**config.mk**
```make
export PLATFORM = sky130hd
export DESIGN_NAME = hamming_secded_serial_decoder_flat
export DESIGN_NICKNAME = d
export VERILOG_FILES = /design/src/rtl/hamming_secded_serial_decoder_if.sv /design/src/rtl/hamming_secded_serial_decoder.sv /design/src/flat_wrapper.sv
export SDC_FILE = /design/constraint.sdc
export NUM_CORES = 1
export LEC_CHECK = 0
export BUFFER_PORTS_ARGS = -buffer_cell sky130_fd_sc_hd__clkbuf_2
export CORE_UTILIZATION = 55
export CTS_BUF_LIST = sky130_fd_sc_hd__clkbuf_16
export CTS_CLUSTER_DIAMETER = 30
export DETAILED_ROUTE_END_ITERATION = 10
export GPL_TIMING_DRIVEN = 0
export PLACE_DENSITY = 0.76
export SLEW_MARGIN = 40
export SYNTH_ARGS = -nofsm -noshare
export SYNTH_HDL_FRONTEND = slang
export SYNTH_SLANG_ARGS = --single-unit
export TNS_END_PERCENT = 30
```
**constraint.sdc**
```tcl
create_clock -name clk -period 2.4 [get_ports clk]
set_input_delay 0.24 -clock clk [delete_from_list [all_inputs] [get_ports clk]]
set_output_delay 0.24 -clock clk [all_outputs]
set_load 0.01 [all_outputs]
```
**src/rtl/hamming_secded_serial_decoder_if.sv**
```systemverilog
// Bit-serial input strobes and decoded-word/status outputs of the Hamming decoder.
interface hamming_secded_serial_decoder_if #(
  parameter int M     = 3,
  parameter int CNT_W = 8
);
  localparam int N = (1 << M) - 1;
  localparam int K = N - M;

  logic             ena;
  logic             decode_in;
  logic             sync_in;
  logic             clr_cnt;
  logic [K-1:0]     decode_out;
  logic             valid_out;
  logic             err_corrected;
  logic             err_uncorrectable;
  logic [M-1:0]     syndrome_out;
  logic             frame_abort;
  logic [CNT_W-1:0] err_cnt;

  modport master (
    output ena, decode_in, sync_in, clr_cnt,
    input  decode_out, valid_out, err_corrected, err_uncorrectable,
           syndrome_out, frame_abort, err_cnt
  );

  modport slave (
    input  ena, decode_in, sync_in, clr_cnt,
    output decode_out, valid_out, err_corrected, err_uncorrectable,
           syndrome_out, frame_abort, err_cnt
  );
endinterface

```
**src/rtl/hamming_secded_serial_decoder.sv**
```systemverilog
// Serial Hamming SEC / SECDED decoder: incremental syndrome per received bit,
// one-cycle decode stage, registered outputs and a saturating error counter.
module hamming_secded_serial_decoder #(
  parameter int M      = 3,
  parameter int SECDED = 1,
  parameter int CNT_W  = 8
) (
  input  logic clk,
  input  logic rst,
  hamming_secded_serial_decoder_if.slave bus
);
  localparam int N  = (1 << M) - 1;
  localparam int K  = N - M;
  localparam int PW = $clog2(N + 2);
  localparam logic [PW-1:0] POS_FIRST = PW'(1);
  localparam logic [PW-1:0] POS_LAST  = PW'(N);

  // Codeword position carried by the idx-th data bit (non-powers of two, ascending).
  function automatic int data_pos(input int idx);
    int cnt;
    int res;
    cnt = 0;
    res = 0;
    for (int p = 1; p <= N; p++) begin
      if ((p & (p - 1)) != 0) begin
        if (cnt == idx) res = p;
        cnt++;
      end
    end
    return res;
  endfunction

  typedef enum logic [1:0] {ST_FIRST, ST_BODY, ST_PARITY} rx_state_t;

  rx_state_t        r_state, w_state_next;
  logic [PW-1:0]    r_pos, w_pos_next;
  logic [M-1:0]     r_syn, w_syn_next;
  logic             r_par, w_par_next;
  logic [K-1:0]     r_data, w_data_next;
  logic             r_abort, w_abort_next;
  logic             w_load;
  logic [M-1:0]     w_final_syn;
  logic             w_final_par;

  logic             r_stage_vld;
  logic [K-1:0]     r_stage_data;
  logic [M-1:0]     r_stage_syn;
  logic             r_stage_par;

  logic             r_valid;
  logic [K-1:0]     r_decode_out;
  logic             r_err_corr;
  logic             r_err_unc;
  logic [M-1:0]     r_syndrome;
  logic [CNT_W-1:0] r_err_cnt;

  logic [K-1:0]     w_dpos_hit;
  logic [K-1:0]     w_fixed_data;
  logic             w_syn_nz;
  logic             w_fix;
  logic             w_corr;
  logic             w_unc;

  for (genvar gi = 0; gi < K; gi++) begin : g_dpos
    localparam int DP = data_pos(gi);
    assign w_dpos_hit[gi]   = (r_pos == PW'(DP));
    assign w_fixed_data[gi] = r_stage_data[gi] ^ (w_fix && (r_stage_syn == M'(DP)));
  end

  always_comb begin
    w_state_next = r_state;
    w_pos_next   = r_pos;
    w_syn_next   = r_syn;
    w_par_next   = r_par;
    w_data_next  = r_data;
    w_abort_next = 1'b0;
    w_load       = 1'b0;
    w_final_syn  = r_syn;
    w_final_par  = r_par;
    if (bus.ena) begin
      if (bus.sync_in || (r_state == ST_FIRST)) begin
        // Position 1 is a parity bit, so a restart only reseeds syndrome and parity.
        w_abort_next = bus.sync_in && (r_state != ST_FIRST);
        w_syn_next   = bus.decode_in ? M'(1) : '0;
        w_par_next   = bus.decode_in;
        w_pos_next   = PW'(2);
        w_state_next = ST_BODY;
      end else if (r_state == ST_BODY) begin
        w_final_syn = r_syn ^ (bus.decode_in ? r_pos[M-1:0] : '0);
        w_final_par = r_par ^ bus.decode_in;
        for (int i = 0; i < K; i++) begin
          if (w_dpos_hit[i]) w_data_next[i] = bus.decode_in;
        end
        if (r_pos == POS_LAST) begin
          w_pos_next = POS_FIRST;
          if (SECDED != 0) begin
            w_state_next = ST_PARITY;
            w_syn_next   = w_final_syn;
            w_par_next   = w_final_par;
          end else begin
            w_state_next = ST_FIRST;
            w_load       = 1'b1;
            w_syn_next   = '0;
            w_par_next   = 1'b0;
          end
        end else begin
          w_pos_next = r_pos + PW'(1);
          w_syn_next = w_final_syn;
          w_par_next = w_final_par;
        end
      end else begin
        w_final_par  = r_par ^ bus.decode_in;
        w_load       = 1'b1;
        w_state_next = ST_FIRST;
        w_syn_next   = '0;
        w_par_next   = 1'b0;
      end
    end
  end

  always_ff @(posedge clk or posedge rst) begin
    if (rst) begin
      r_state      <= ST_FIRST;
      r_pos        <= POS_FIRST;
      r_syn        <= '0;
      r_par        <= 1'b0;
      r_data       <= '0;
      r_abort      <= 1'b0;
      r_stage_vld  <= 1'b0;
      r_stage_data <= '0;
      r_stage_syn  <= '0;
      r_stage_par  <= 1'b0;
    end else begin
      r_state     <= w_state_next;
      r_pos       <= w_pos_next;
      r_syn       <= w_syn_next;
      r_par       <= w_par_next;
      r_data      <= w_data_next;
      r_abort     <= w_abort_next;
      r_stage_vld <= w_load;
      if (w_load) begin
        r_stage_data <= w_data_next;
        r_stage_syn  <= w_final_syn;
        r_stage_par  <= w_final_par;
      end
    end
  end

  assign w_syn_nz = |r_stage_syn;

  if (SECDED != 0) begin : g_secded
    // Odd overall parity means one flipped bit (possibly the parity bit itself).
    assign w_corr = r_stage_par;
    assign w_unc  = w_syn_nz & ~r_stage_par;
    assign w_fix  = w_syn_nz & r_stage_par;
  end else begin : g_sec
    assign w_corr = w_syn_nz;
    assign w_unc  = 1'b0;
    assign w_fix  = w_syn_nz;
  end

  always_ff @(posedge clk or posedge rst) begin
    if (rst) begin
      r_valid      <= 1'b0;
      r_decode_out <= '0;
      r_err_corr   <= 1'b0;
      r_err_unc    <= 1'b0;
      r_syndrome   <= '0;
      r_err_cnt    <= '0;
    end else begin
      r_valid <= r_stage_vld;
      if (r_stage_vld) begin
        r_decode_out <= w_fixed_data;
        r_err_corr   <= w_corr;
        r_err_unc    <= w_unc;
        r_syndrome   <= r_stage_syn;
      end
      // The count advances on the edge closing the valid_out cycle, so clr_cnt held
      // during that cycle wins over the increment.
      if (bus.clr_cnt) begin
        r_err_cnt <= '0;
      end else if (r_valid && (r_err_corr || r_err_unc) && (r_err_cnt != '1)) begin
        r_err_cnt <= r_err_cnt + CNT_W'(1);
      end
    end
  end

  assign bus.decode_out        = r_decode_out;
  assign bus.valid_out         = r_valid;
  assign bus.err_corrected     = r_err_corr;
  assign bus.err_uncorrectable = r_err_unc;
  assign bus.syndrome_out      = r_syndrome;
  assign bus.frame_abort       = r_abort;
  assign bus.err_cnt           = r_err_cnt;
endmodule

```
**src/flat_wrapper.sv**
```systemverilog
// flat-port wrapper written by rule: the top's interface ports become plain ports
module hamming_secded_serial_decoder_flat 
#(
  parameter int M      = 3,
  parameter int SECDED = 1,
  parameter int CNT_W  = 8
)
  (clk, rst, bus_ena, bus_decode_in, bus_sync_in, bus_clr_cnt, bus_decode_out, bus_valid_out, bus_err_corrected, bus_err_uncorrectable, bus_syndrome_out, bus_frame_abort, bus_err_cnt);
  hamming_secded_serial_decoder_if #(.M(M), .CNT_W(CNT_W)) bus_i ();
  input  logic clk;
  input  logic rst;
  input wire logic [$bits(bus_i.ena)-1:0] bus_ena;
  input wire logic [$bits(bus_i.decode_in)-1:0] bus_decode_in;
  input wire logic [$bits(bus_i.sync_in)-1:0] bus_sync_in;
  input wire logic [$bits(bus_i.clr_cnt)-1:0] bus_clr_cnt;
  output wire logic [$bits(bus_i.decode_out)-1:0] bus_decode_out;
  output wire logic [$bits(bus_i.valid_out)-1:0] bus_valid_out;
  output wire logic [$bits(bus_i.err_corrected)-1:0] bus_err_corrected;
  output wire logic [$bits(bus_i.err_uncorrectable)-1:0] bus_err_uncorrectable;
  output wire logic [$bits(bus_i.syndrome_out)-1:0] bus_syndrome_out;
  output wire logic [$bits(bus_i.frame_abort)-1:0] bus_frame_abort;
  output wire logic [$bits(bus_i.err_cnt)-1:0] bus_err_cnt;
  assign bus_i.ena = bus_ena;
  assign bus_i.decode_in = bus_decode_in;
  assign bus_i.sync_in = bus_sync_in;
  assign bus_i.clr_cnt = bus_clr_cnt;
  assign bus_decode_out = bus_i.decode_out;
  assign bus_valid_out = bus_i.valid_out;
  assign bus_err_corrected = bus_i.err_corrected;
  assign bus_err_uncorrectable = bus_i.err_uncorrectable;
  assign bus_syndrome_out = bus_i.syndrome_out;
  assign bus_frame_abort = bus_i.frame_abort;
  assign bus_err_cnt = bus_i.err_cnt;
  hamming_secded_serial_decoder #(.M(M), .SECDED(SECDED), .CNT_W(CNT_W)) u_core (.clk(clk), .rst(rst), .bus(bus_i));
endmodule
```
# ---- Word-level counts from Yosys, hierarchy flattened
# Cells that the tools add are included.
# W data, S select, Z words.
dict set report totals {
  register_bits 42
  inputBits 6
  output_inout_bits 19
  elab_cells 85
}
dict set report op_classes {
  n_addsub 2
  n_eq_ne 11
  mux 31
  bitwise_logic 9
  n_reduce_logical 16
}
# cell count
set ops {}
lappend ops {{$mux W4} 6}
lappend ops {{$mux W3} 6}
lappend ops {{$mux W8} 2}
lappend ops {{$mux W1} 14}
lappend ops {{$eq A4 B3 Y1 const B} 3}
lappend ops {{$eq A3 B3 Y1 const B} 3}
lappend ops {{$add A8 B1 Y8 const B} 1}
lappend ops {{$ne A8 B8 Y1 const B} 1}
lappend ops {{$logic_and A1 B1 Y1} 7}
lappend ops {{$mux W2} 3}
lappend ops {{$reduce_bool A2 Y1} 3}
lappend ops {{$xor A1 B1 Y1} 5}
lappend ops {{$add A4 B1 Y4 const B} 1}
lappend ops {{$eq A4 B2 Y1 const B} 1}
lappend ops {{$reduce_and A2 Y1} 2}
lappend ops {{$eq A3 B2 Y1 const B} 1}
lappend ops {{$ne A3 B1 Y1 const B} 1}
lappend ops {{$reduce_or A3 Y1} 1}
lappend ops {{$xor A3 B3 Y3} 1}
lappend ops {{$and A1 B1 Y1} 2}
lappend ops {{$eq A2 B1 Y1 const B} 1}
lappend ops {{$logic_not A2 Y1} 1}
lappend ops {{$logic_or A1 B1 Y1} 2}
lappend ops {{$not A1 Y1} 1}

# ---- Longest topological paths before layout
# Gate-level depths: netlist of the first run.
dict set report logic_depth {
  word_depth 5
  depth_mapped 6
}

# ---- Worst setup path before layout of the first run
# OpenSTA, ideal clock, no wires.
dict set report synth_path {
  kind {reg2reg}
  from {register u_core.r_pos[0]}
  to {register u_core.r_data[0]}
  t_arrival_ns 1.570
  slack_ns 0.705
  stages_incl_launch_ff 5
  n_path_buf 0
  period_less_slack_ns 1.695
  path_cell_list {dfstp_2 -> ha_1 -> nor2b_1 -> nor4b_1 -> mux2_2}
}
dict set report synth_via {
  elab_chain_cells 5
}
# item line
set synth_lines {}
lappend synth_lines {{from (decl)} hamming_secded_serial_decoder.sv:36} ;# logic [PW-1:0] r_pos, w_pos_next;
lappend synth_lines {{from (signal assigned)} hamming_secded_serial_decoder.sv:135} ;# r_pos <= w_pos_next;
lappend synth_lines {{$eq A4 B2 Y1} hamming_secded_serial_decoder.sv:66} ;# assign w_dpos_hit[gi] = (r_pos == PW'(DP));
lappend synth_lines {{$mux W1} hamming_secded_serial_decoder.sv:92} ;# if (w_dpos_hit[i]) w_data_next[i] = bus.decode_in;
lappend synth_lines {{$mux W4} hamming_secded_serial_decoder.sv:88} ;# end else if (r_state == ST_BODY) begin
lappend synth_lines {{$mux W4} hamming_secded_serial_decoder.sv:81} ;# if (bus.sync_in || (r_state == ST_FIRST)) begin
lappend synth_lines {{$mux W4} hamming_secded_serial_decoder.sv:80} ;# if (bus.ena) begin
lappend synth_lines {{named net u_core.w_data_next[0]} hamming_secded_serial_decoder.sv:39} ;# logic [K-1:0] r_data, w_data_next;
lappend synth_lines {{to (signal assigned)} hamming_secded_serial_decoder.sv:138} ;# r_data <= w_data_next;
lappend synth_lines {{to (decl)} hamming_secded_serial_decoder.sv:39}
# The timed path passes the listed nets, and every way through them passes these cells.
# A chain may end at the register's enable or synchronous reset.

# ---- Final worst setup path of the first run
# Same ends and word-level chain as after synthesis.

==> impl_metrics.env, run 1 <==
export IMPL_htreeDepth=2
export IMPL_power_density_mw_per_mm2=1040
export IMPL_maxCapViolCount=0
export IMPL_layout_drive_gt1_share_pct=20.0
export IMPL_crit_slowest_cell="dfstp_2"
export IMPL_dr_pass1_iters=4
export IMPL_crit_path_end_kind="flip-flop"
export IMPL_crit_path_max_fanout=7
export IMPL_skew_ns=0.00566
export IMPL_period_share_pct=83.0
export IMPL_grt_ovfl_total=0
export IMPL_die_area_mm2=0.00387
export IMPL_synth_cells=198
export IMPL_fin_setup_tns_ns=0
export IMPL_finalNetCount=239
export IMPL_drt_wl_total_um=3690
export IMPL_p_total_uw=2490
export IMPL_crit_buf_inv=0
export IMPL_antenna_cells=0
export IMPL_slowest_delay_ns=0.59
export IMPL_num_rows=21
export IMPL_grt_usage_pct=21.3
export IMPL_first_iter_violations=52
export IMPL_worstSkewPairLatency_ns=0.28
export IMPL_max_vdd_ir_drop_mv=0.632
export IMPL_cts_tree="yes"
export IMPL_most_common_layout_cells="dfrtp_1 (41), nand2_1 (32), clkbuf_2 (22)"
export IMPL_cts_sinks=42
export IMPL_cts_root_buf="clkbuf_16"
export IMPL_hold_viol=0
export IMPL_yosys_register_bits=42
export IMPL_grt_first_pass_wirelength_um=6460
export IMPL_ant_nets=0
export IMPL_design_portCount=25
export IMPL_syn_num_nets=208
export IMPL_crit_chain="ha_1 -> nor2b_1 -> nor4b_1 -> mux2_2"
export IMPL_cts_setup_buffers=0
export IMPL_hp_class="in -> reg"
export IMPL_synth_edf_count=0
export IMPL_wire_per_inst_um=13.4
export IMPL_vias_per_cell=5.61
export IMPL_ys_warn_count=0
export IMPL_final_common_cell="dfrtp_1"
export IMPL_die_h_um=62.2
export IMPL_die_w_um=62.2
export IMPL_io_buffers=22
export IMPL_drcViolationCount=0
export IMPL_finalSetupViolCount=0
export IMPL_netlist_area_mm2=0.00199
export IMPL_vias=1548
export IMPL_ys_flop_type="dfrtp_1"
export IMPL_start_util_pct=58.4
export IMPL_worstPathArrival_ns=2.16
export IMPL_area_growth_pct=20.0
export IMPL_first_global_vias=1474
export IMPL_period_needed_ns=1.99
export IMPL_dp_final_hpwl_um=2700
export IMPL_core_area_mm2=0.00342
export IMPL_leakage_uw=0.00115
export IMPL_cts_buffers=5
export IMPL_synth_area_per_cell_um2=10.1
export IMPL_cts_resized=0
export IMPL_critPathTopFamily="simple AND/OR/NAND/NOR gates"
export IMPL_grt_max_degree=26
export IMPL_hold_buffers=1
export IMPL_worst_pin_slew_ns=0.520
export IMPL_cp_start_kind="flip-flop"
export IMPL_routabilityCongestion=0.871
export IMPL_clock_fmax_mhz=502
export IMPL_cp_required_ns=2.57
export IMPL_slew_headroom_pct=65.0
export IMPL_grt_setup_unrepaired="false"
export IMPL_crit_type="reg -> reg"
export IMPL_grt_antenna_before_repair=0
export IMPL_slew_viol_final=0
export IMPL_status="finished, final reports clean"
export IMPL_synth_async_sr_flop_share_pct=100
export IMPL_yosysUniqueCellTypes=44
export IMPL_ys_seq_area_share_pct=52.8
export IMPL_cts_max_path_buffers=2
export IMPL_clkTransAtPathRegs_ns=0.06
## synthesized netlist by cell type, types with 3 or more instances
master    instances  area [µm²]
dfrtp_1          41        1030
nand2_1          32         120
nor2_1           15        56.3
a21oi_1          14        70.1
o21ai_0          11        55.1
mux2_2            8        90.1
inv_1             7        26.3
xor2_1            6        52.6
a31oi_1           5        31.3
clkbuf_1          5        18.8
ha_1              4        50.1
mux2i_1           3        30.0
nand3b_1          3        22.5
nand4_1           3        18.8
nand4b_1          3        26.3
nor2b_1           3        18.8
nor3_1            3        15.0
## sequential cells by signal (all words and copies together), names as in the netlist
signal                        cells
u_core.r_data                     4
u_core.bus.decode_out             4
u_core.bus.syndrome_out           3
u_core.r_stage_data               4
u_core.r_par                      1
u_core.bus.frame_abort            1
u_core.r_stage_syn                3
u_core.r_stage_vld                1
u_core.bus.err_cnt                8
u_core.r_pos                      4
u_core.r_stage_par                1
u_core.bus.valid_out              1
u_core.bus.err_uncorrectable      1
u_core.bus.err_corrected          1
u_core.r_syn                      3
u_core.r_state                    2
## report_power, final
| part | internal (µW) | total (µW) | switching [µW] |
|---|---|---|---|
| Clock | 597 | 869 | 272 |
| Sequential | 897 | 1070 | 169 |
| Combinational | 260 | 553 | 293 |
| Total | 1750 | 2490 | 734 |
## through the flow
step	util, %	hold WS [ns]	area (µm²)	setup WS (ns)	instances
floorplan	-	0.410	1990	0.705	198
global placement	63.3	0.454	2160	0.448	266
detailed placement	64.1	0.238	2190	0.457	267
CTS	70.1	0.222	2390	0.411	276
global route	70.1	0.250	2390	0.302	276
finish	70.1	0.232	2390	0.408	276
## per-layer routing
| metal | track usage, % | part of all wire [%] | up-vias |
|---|---|---|---|
| met1 | 26.1 | 45 | 743 |
| met4 | 8.72 | 1.3 | 0 |
| met3 | 4.60 | 4.6 | 5 |
| met2 | 36.5 | 49 | 41 |
| li1 | - | - | 759 |
| met5 | 0 | 0 | - |
## worst reg2reg max path, cell delays in order (launching register included)
cell	delay, ns
dfstp_2	0.59
ha_1	0.26
nor2b_1	0.24
nor4b_1	0.41
mux2_2	0.38
## path summary, 6_finish.rpt
check / cells past startpoint / to / startpoint / slack, ns
max: 4 / u_core.r_data[0] / u_core.r_pos[0] / 0.41
min: 2 / u_core.r_pos[0] / bus_sync_in / 0.23
max reg2reg: 4 / u_core.r_data[0] / u_core.r_pos[0] / 0.41
min reg2reg: 2 / u_core.r_stage_data[1] / u_core.r_data[1] / 0.48
max in group asynchronous: 4 / u_core.bus.err_corrected / rst / 1.47
min in group asynchronous: 3 / u_core.r_pos[2] / rst / 0.48
## area by class of cell
cell class / count / area [µm²]
timing repair buffer: 24 / 148
clock buffer: 5 / 125
clock inverter: 3 / 68.8
fill: 257 / 1020
tap: 46 / 57.6
multi-input combinational: 140 / 873
sequential: 42 / 1050
buffer: 8 / 38.8
inverter: 8 / 30.0
## cells by family (layout without fill, tap and decap cells)
family                   after synthesis  after routing  share of synthesized area [%]
adder cells (fa/ha/maj)                4              4                           2.51
multiplexers                          12             12                           6.78
XOR/XNOR                               6              6                           2.63
buffers and inverters                 16             48                           3.45
AO/OA/AOI/OAI                         45             45                           14.0
flip-flops                            42             42                           52.8
AND/OR/NAND/NOR                       73             73                           17.9
Power figures use the tool's default switching activity.
==> run 2: changes to the inputs <==
CORE_UTILIZATION = 51   (was 55)
PLACE_DENSITY = 0.74   (was 0.76)
clock period = 1.7 ns   (was 2.4 ns; I/O delays follow)
==> run 2 against run 1 <==
Sequential cell count stayed put. Critical path depth unchanged. Die area rose by 7.6%. Sequential share of layout area hardly changed. Utilization decreased by 5.5 points. Clock power increased by 2%. Design area up 0.21%. Clock skew barely moved. Combinational power increased by 55%. Non-clock buffer count up 2. Register-to-register slack worse by 0.37 ns. Largest cell class unchanged.
==> impl_metrics.env, run 2 (synthesized netlist as in run 1, its figures left out) <==
export IMPL_status="finished, final reports clean"
export IMPL_drt_wl_total_um=3880
export IMPL_cts_root_buf="clkbuf_16"
export IMPL_core_area_mm2=0.00372
export IMPL_crit_chain="or3b_1 -> buf_6 -> or3_4 -> mux2_4"
export IMPL_first_iter_violations=171
export IMPL_slowest_delay_ns=0.39
export IMPL_worstPathArrival_ns=1.83
export IMPL_crit_path_max_fanout=4
export IMPL_die_w_um=64.5
export IMPL_maxCapViolCount=0
export IMPL_whs_path_depth=3
export IMPL_grt_max_degree=43
export IMPL_slew_headroom_pct=66.5
export IMPL_hp_class="in -> reg"
export IMPL_clock_fmax_mhz=600
export IMPL_routabilityCongestion=0.830
export IMPL_ant_nets=0
export IMPL_finalSetupViolCount=0
export IMPL_crit_path_end_kind="flip-flop"
export IMPL_fin_util_pct=64.5
export IMPL_crit_type="reg -> reg"
export IMPL_period_share_pct=98.0
export IMPL_rr_worst_depth=4
export IMPL_r2r_slack_ns=0.03
export IMPL_period_needed_ns=1.67
export IMPL_power_density_mw_per_mm2=1370
export IMPL_most_common_layout_cells="dfrtp_1 (40), nand2_1 (32), clkbuf_2 (23)"
export IMPL_antenna_cells=0
export IMPL_cp_required_ns=1.86
export IMPL_num_rows=22
export IMPL_max_vdd_ir_drop_mv=0.687
export IMPL_worstHoldEndpoint="u_core.r_syn[0]"
export IMPL_largest_reg_flops=8
export IMPL_vias=1531
export IMPL_first_global_vias=1448
export IMPL_slew_viol_final=0
export IMPL_layout_drive_gt1_share_pct=23.3
export IMPL_io_buffers=22
export IMPL_die_h_um=64.5
export IMPL_min_from="bus_decode_in"
export IMPL_worst_pin_slew_ns=0.503
export IMPL_hold_viol=0
export IMPL_cp_start_kind="flip-flop"
export IMPL_htreeDepth=2
export IMPL_design_portCount=25
export IMPL_area_growth_pct=20.3
export IMPL_grt_antenna_before_repair=0
export IMPL_final_common_cell="dfrtp_1"
export IMPL_finalNetCount=241
export IMPL_fin_setup_tns_ns=0
export IMPL_grt_first_pass_wirelength_um=6620
export IMPL_cts_tree="yes"
export IMPL_holdWs_ns=0.180
export IMPL_pre_cts_slack_ns=-0.239
export IMPL_cts_max_path_buffers=2
export IMPL_drcViolationCount=0
export IMPL_die_area_mm2=0.00416
export IMPL_worstSkewPairLatency_ns=0.28
export IMPL_dr_pass1_iters=4
export IMPL_grt_usage_pct=21.3
export IMPL_p_total_uw=3280
export IMPL_vias_per_cell=5.47
export IMPL_clkTransAtPathRegs_ns=0.06
export IMPL_leakage_uw=0.00115
export IMPL_crit_slowest_cell="or3b_1"
export IMPL_dp_final_hpwl_um=2500
export IMPL_grt_ovfl_total=0
export IMPL_fin_ws_ns=0.0344
export IMPL_cts_sinks=42
export IMPL_wire_per_inst_um=13.8
export IMPL_skew_ns=0.00587
export IMPL_r2r_end="u_core.r_data[3]"
export IMPL_cts_buffers=5
export IMPL_grt_setup_unrepaired="true"
export IMPL_start_util_pct=53.7
export IMPL_reg2reg_from="u_core.r_state[1]"
[run 2: timing repair]
action	in CTS	in global routing
hold buffers	1	0
buffers inserted	1	3
setup endpoints to repair	4	4
gates resized for setup	9	2
hold endpoints to repair	41	0
[run 2: area by class of cell]
cell class                      instances  area, µm²
Buffer                                  7       36.3
Fill cell                             305       1320
Sequential cell                        42       1050
Tap cell                               48       60.1
Timing Repair Buffer                   27        150
Clock inverter                          3       13.8
Clock buffer                            5        125
Multi-Input combinational cell        140        927
Inverter                                8       32.5
[run 2: layer usage]
metal	share of wire [%]	global-route usage (%)	wire length (µm)	vias to the layer above
met4	1.6	10.3	63	0
met1	47	27.2	1810	737
li1	-	-	-	764
met3	2.3	5.99	88	4
met5	0	0	0	-
met2	49	33.4	1920	26
[run 2: through the flow]
stage / cell area (µm²) / std cells
final: 2400 / 280
after global routing: 2400 / 280
after CTS: 2370 / 278
after detailed placement: 2170 / 268
after global placement: 2160 / 268
after floorplan: 1990 / 198
[run 2: worst max path at each step]
| stage | start | slack [ns] | depth (start not counted) | endpoint |
|---|---|---|---|---|
| global route | u_core.r_pos[0] | -0.006 | 4 | u_core.r_data[0] |
| global placement | u_core.r_pos[0] | -0.26 | 4 | u_core.r_data[0] |
| finish | u_core.r_state[1] | 0.03 | 4 | u_core.r_data[3] |
| CTS | u_core.r_pos[2] | 0.01 | 5 | u_core.r_data[1] |
| detailed placement | u_core.r_pos[0] | -0.24 | 4 | u_core.r_data[0] |
| floorplan | u_core.r_pos[0] | 0.005 | 4 | u_core.r_data[0] |
[run 2: power breakdown]
part / internal, µW / switching, µW
logic: 431 / 426
registers: 1270 / 265
clock network: 532 / 355
total: 2230 / 1050
[run 2: critical path, delay by kind of cell, from the launching register on]
kind                   cells  cell delay (ns)
and+or+nand+nor            2             0.75
DFF                        1             0.37
muxes                      1             0.30
buffers and inverters      1             0.13
==> run 3: changes to the inputs <==
CORE_MARGIN = 2   (was unset)
==> run 3 against run 2 <==
Wire length is 1.7% lower. Sequential power is essentially flat. Setup slack hardly changed. Design area grew 2.8%. Worst hold slack better by 0.021 ns. Total power up 9.4%. Largest power group unchanged. Highest routed layer unchanged.
==> impl_metrics.env, run 3 (synthesized netlist as in run 1, its figures left out) <==
export IMPL_hold_viol=0
export IMPL_fin_cells=283
export IMPL_cts_root_buf="clkbuf_16"
export IMPL_slew_headroom_pct=63.9
export IMPL_largest_reg_flops=8
export IMPL_final_common_cell="dfrtp_1"
export IMPL_cts_tree="yes"
export IMPL_routabilityCongestion=0.825
export IMPL_layout_drive_gt1_share_pct=24.3
export IMPL_crit_type="reg -> reg"
export IMPL_grt_setup_unrepaired="true"
export IMPL_design_portCount=25
export IMPL_max_vdd_ir_drop_mv=0.728
export IMPL_ant_nets=0
export IMPL_period_share_pct=98.0
export IMPL_crit_chain="buf_6 -> nand3b_1 -> buf_4 -> nor4b_4 -> mux2_2"
export IMPL_status="finished, final reports clean"
export IMPL_htreeDepth=2
export IMPL_r2r_slack_ns=0.03
export IMPL_cp_start_kind="flip-flop"
export IMPL_crit_end="u_core.r_data[0]"
export IMPL_num_rows=22
export IMPL_rr_worst_depth=5
export IMPL_crit_buf_inv=2
export IMPL_p_total_uw=3590
export IMPL_maxCapViolCount=0
export IMPL_wire_per_inst_um=13.5
export IMPL_first_global_vias=1411
export IMPL_vias_per_cell=5.49
export IMPL_grt_ovfl_total=0
export IMPL_skew_ns=0.00319
export IMPL_multiInputGateArea_um2=918
export IMPL_seq_area_mm2=0.00105
export IMPL_crit_path_end_kind="flip-flop"
export IMPL_crit_start="u_core.r_state[1]"
export IMPL_path_depth=5
export IMPL_grt_antenna_before_repair=0
export IMPL_leakage_uw=0.00117
export IMPL_dr_pass1_iters=4
export IMPL_grt_first_pass_wirelength_um=6270
export IMPL_crit_slowest_cell="dfrtp_1"
export IMPL_cts_buffers=5
export IMPL_antenna_cells=0
export IMPL_first_iter_violations=116
export IMPL_fillers=311
export IMPL_period_needed_ns=1.67
export IMPL_dp_final_hpwl_um=2480
export IMPL_die_w_um=66.5
export IMPL_start_util_pct=53.7
export IMPL_crit_path_max_fanout=10
export IMPL_finalSetupViolCount=0
export IMPL_r2r_end="u_core.r_data[0]"
export IMPL_drt_wl_total_um=3810
export IMPL_slew_viol_final=0
export IMPL_worstPathArrival_ns=1.83
export IMPL_die_h_um=66.5
export IMPL_area_growth_pct=23.7
export IMPL_dp_cells=268
export IMPL_worst_pin_slew_ns=0.537
export IMPL_clkTransAtPathRegs_ns=0.06
export IMPL_cp_required_ns=1.87
export IMPL_grt_usage_pct=19.3
export IMPL_fin_util_pct=66.4
export IMPL_power_density_mw_per_mm2=1450
export IMPL_grt_max_degree=43
export IMPL_reg2reg_from="u_core.r_state[1]"
export IMPL_clock_fmax_mhz=600
export IMPL_hp_class="in -> reg"
export IMPL_die_area_mm2=0.00443
export IMPL_core_area_mm2=0.00372
export IMPL_cts_sinks=42
export IMPL_finalNetCount=244
export IMPL_critPathTopFamily="simple AND/OR/NAND/NOR gates"
export IMPL_io_buffers=22
export IMPL_cts_max_path_buffers=2
export IMPL_worstSkewPairLatency_ns=0.28
export IMPL_drcViolationCount=0
export IMPL_slowest_delay_ns=0.39
export IMPL_most_common_layout_cells="dfrtp_1 (40), nand2_1 (32), clkbuf_2 (23)"
export IMPL_vias=1554
-- run 3: cell count changes in the layout (fill, tap and decap cells not counted), sizes merged --
cell / change
buf: +3
bufinv: +2
inv: -1
clkinv: -1
-- run 3: metrics by stage --
step | setup TNS, ns | instance area (µm²) | hold slack, ns | worst slack, ns
global placement | -0.467 | 2160 | 0.458 | -0.261
detailed placement | -0.533 | 2170 | 0.241 | -0.253
CTS | -0.0206 | 2410 | 0.186 | -0.0206
floorplan | 0 | 1990 | 0.340 | 0.00523
global route | -0.0233 | 2470 | 0.216 | -0.0183
finish | 0 | 2470 | 0.201 | 0.0344
-- run 3: what timing repair did --
| action | in CTS | in global routing |
|---|---|---|
| hold buffers | 1 | 0 |
| hold endpoints to repair | 41 | 0 |
| pin swaps | 1 | 2 |
| resized for setup | 9 | 6 |
| setup buffers | 0 | 6 |
| endpoints found under the setup margin | 4 | 11 |
-- run 3: final cells by class --
cell class / count / area share, %
clock inverter: 3 / 2.59
buffer: 8 / 1.93
tap: 48 / 2.44
multi-input combinational: 140 / 37.2
timing repair buffer: 29 / 6.70
inverter: 8 / 1.32
clock buffer: 5 / 5.07
sequential: 42 / 42.7
-- run 3: worst min-delay path by stage --
stage | start | endpoint | depth (start not counted)
after floorplan | bus_ena | u_core.r_syn[0] | 2
after detailed placement | rst | u_core.r_state[0] | 2
after CTS | bus_decode_in | u_core.r_syn[0] | 3
after global routing | bus_decode_in | u_core.r_syn[0] | 3
after global placement | u_core.r_data[0] | u_core.r_stage_data[0] | 2
final | bus_decode_in | u_core.r_syn[0] | 3
-- run 3: layer usage --
metal  part of all wire [%]  vias up  track usage, %
met5                      0        -               0
met4                    1.7        0            8.42
met3                    3.1        8            6.08
met2                     48       24            30.8
met1                     47      747            24.0
li1                       -      775               -
-- run 3: worst register-to-register path: stages, from the launching register on --
cell and delay (ns):
dfrtp_1 0.39, buf_6 0.14, nand3b_1 0.24, buf_4 0.20, nor4b_4 0.23, mux2_2 0.36
-- run 3: where the power goes --
group	internal, µW	leakage (µW)	switching (µW)
registers	1270	0.000553	230
logic	439	0.000530	448
clock network	836	0.0000915	367
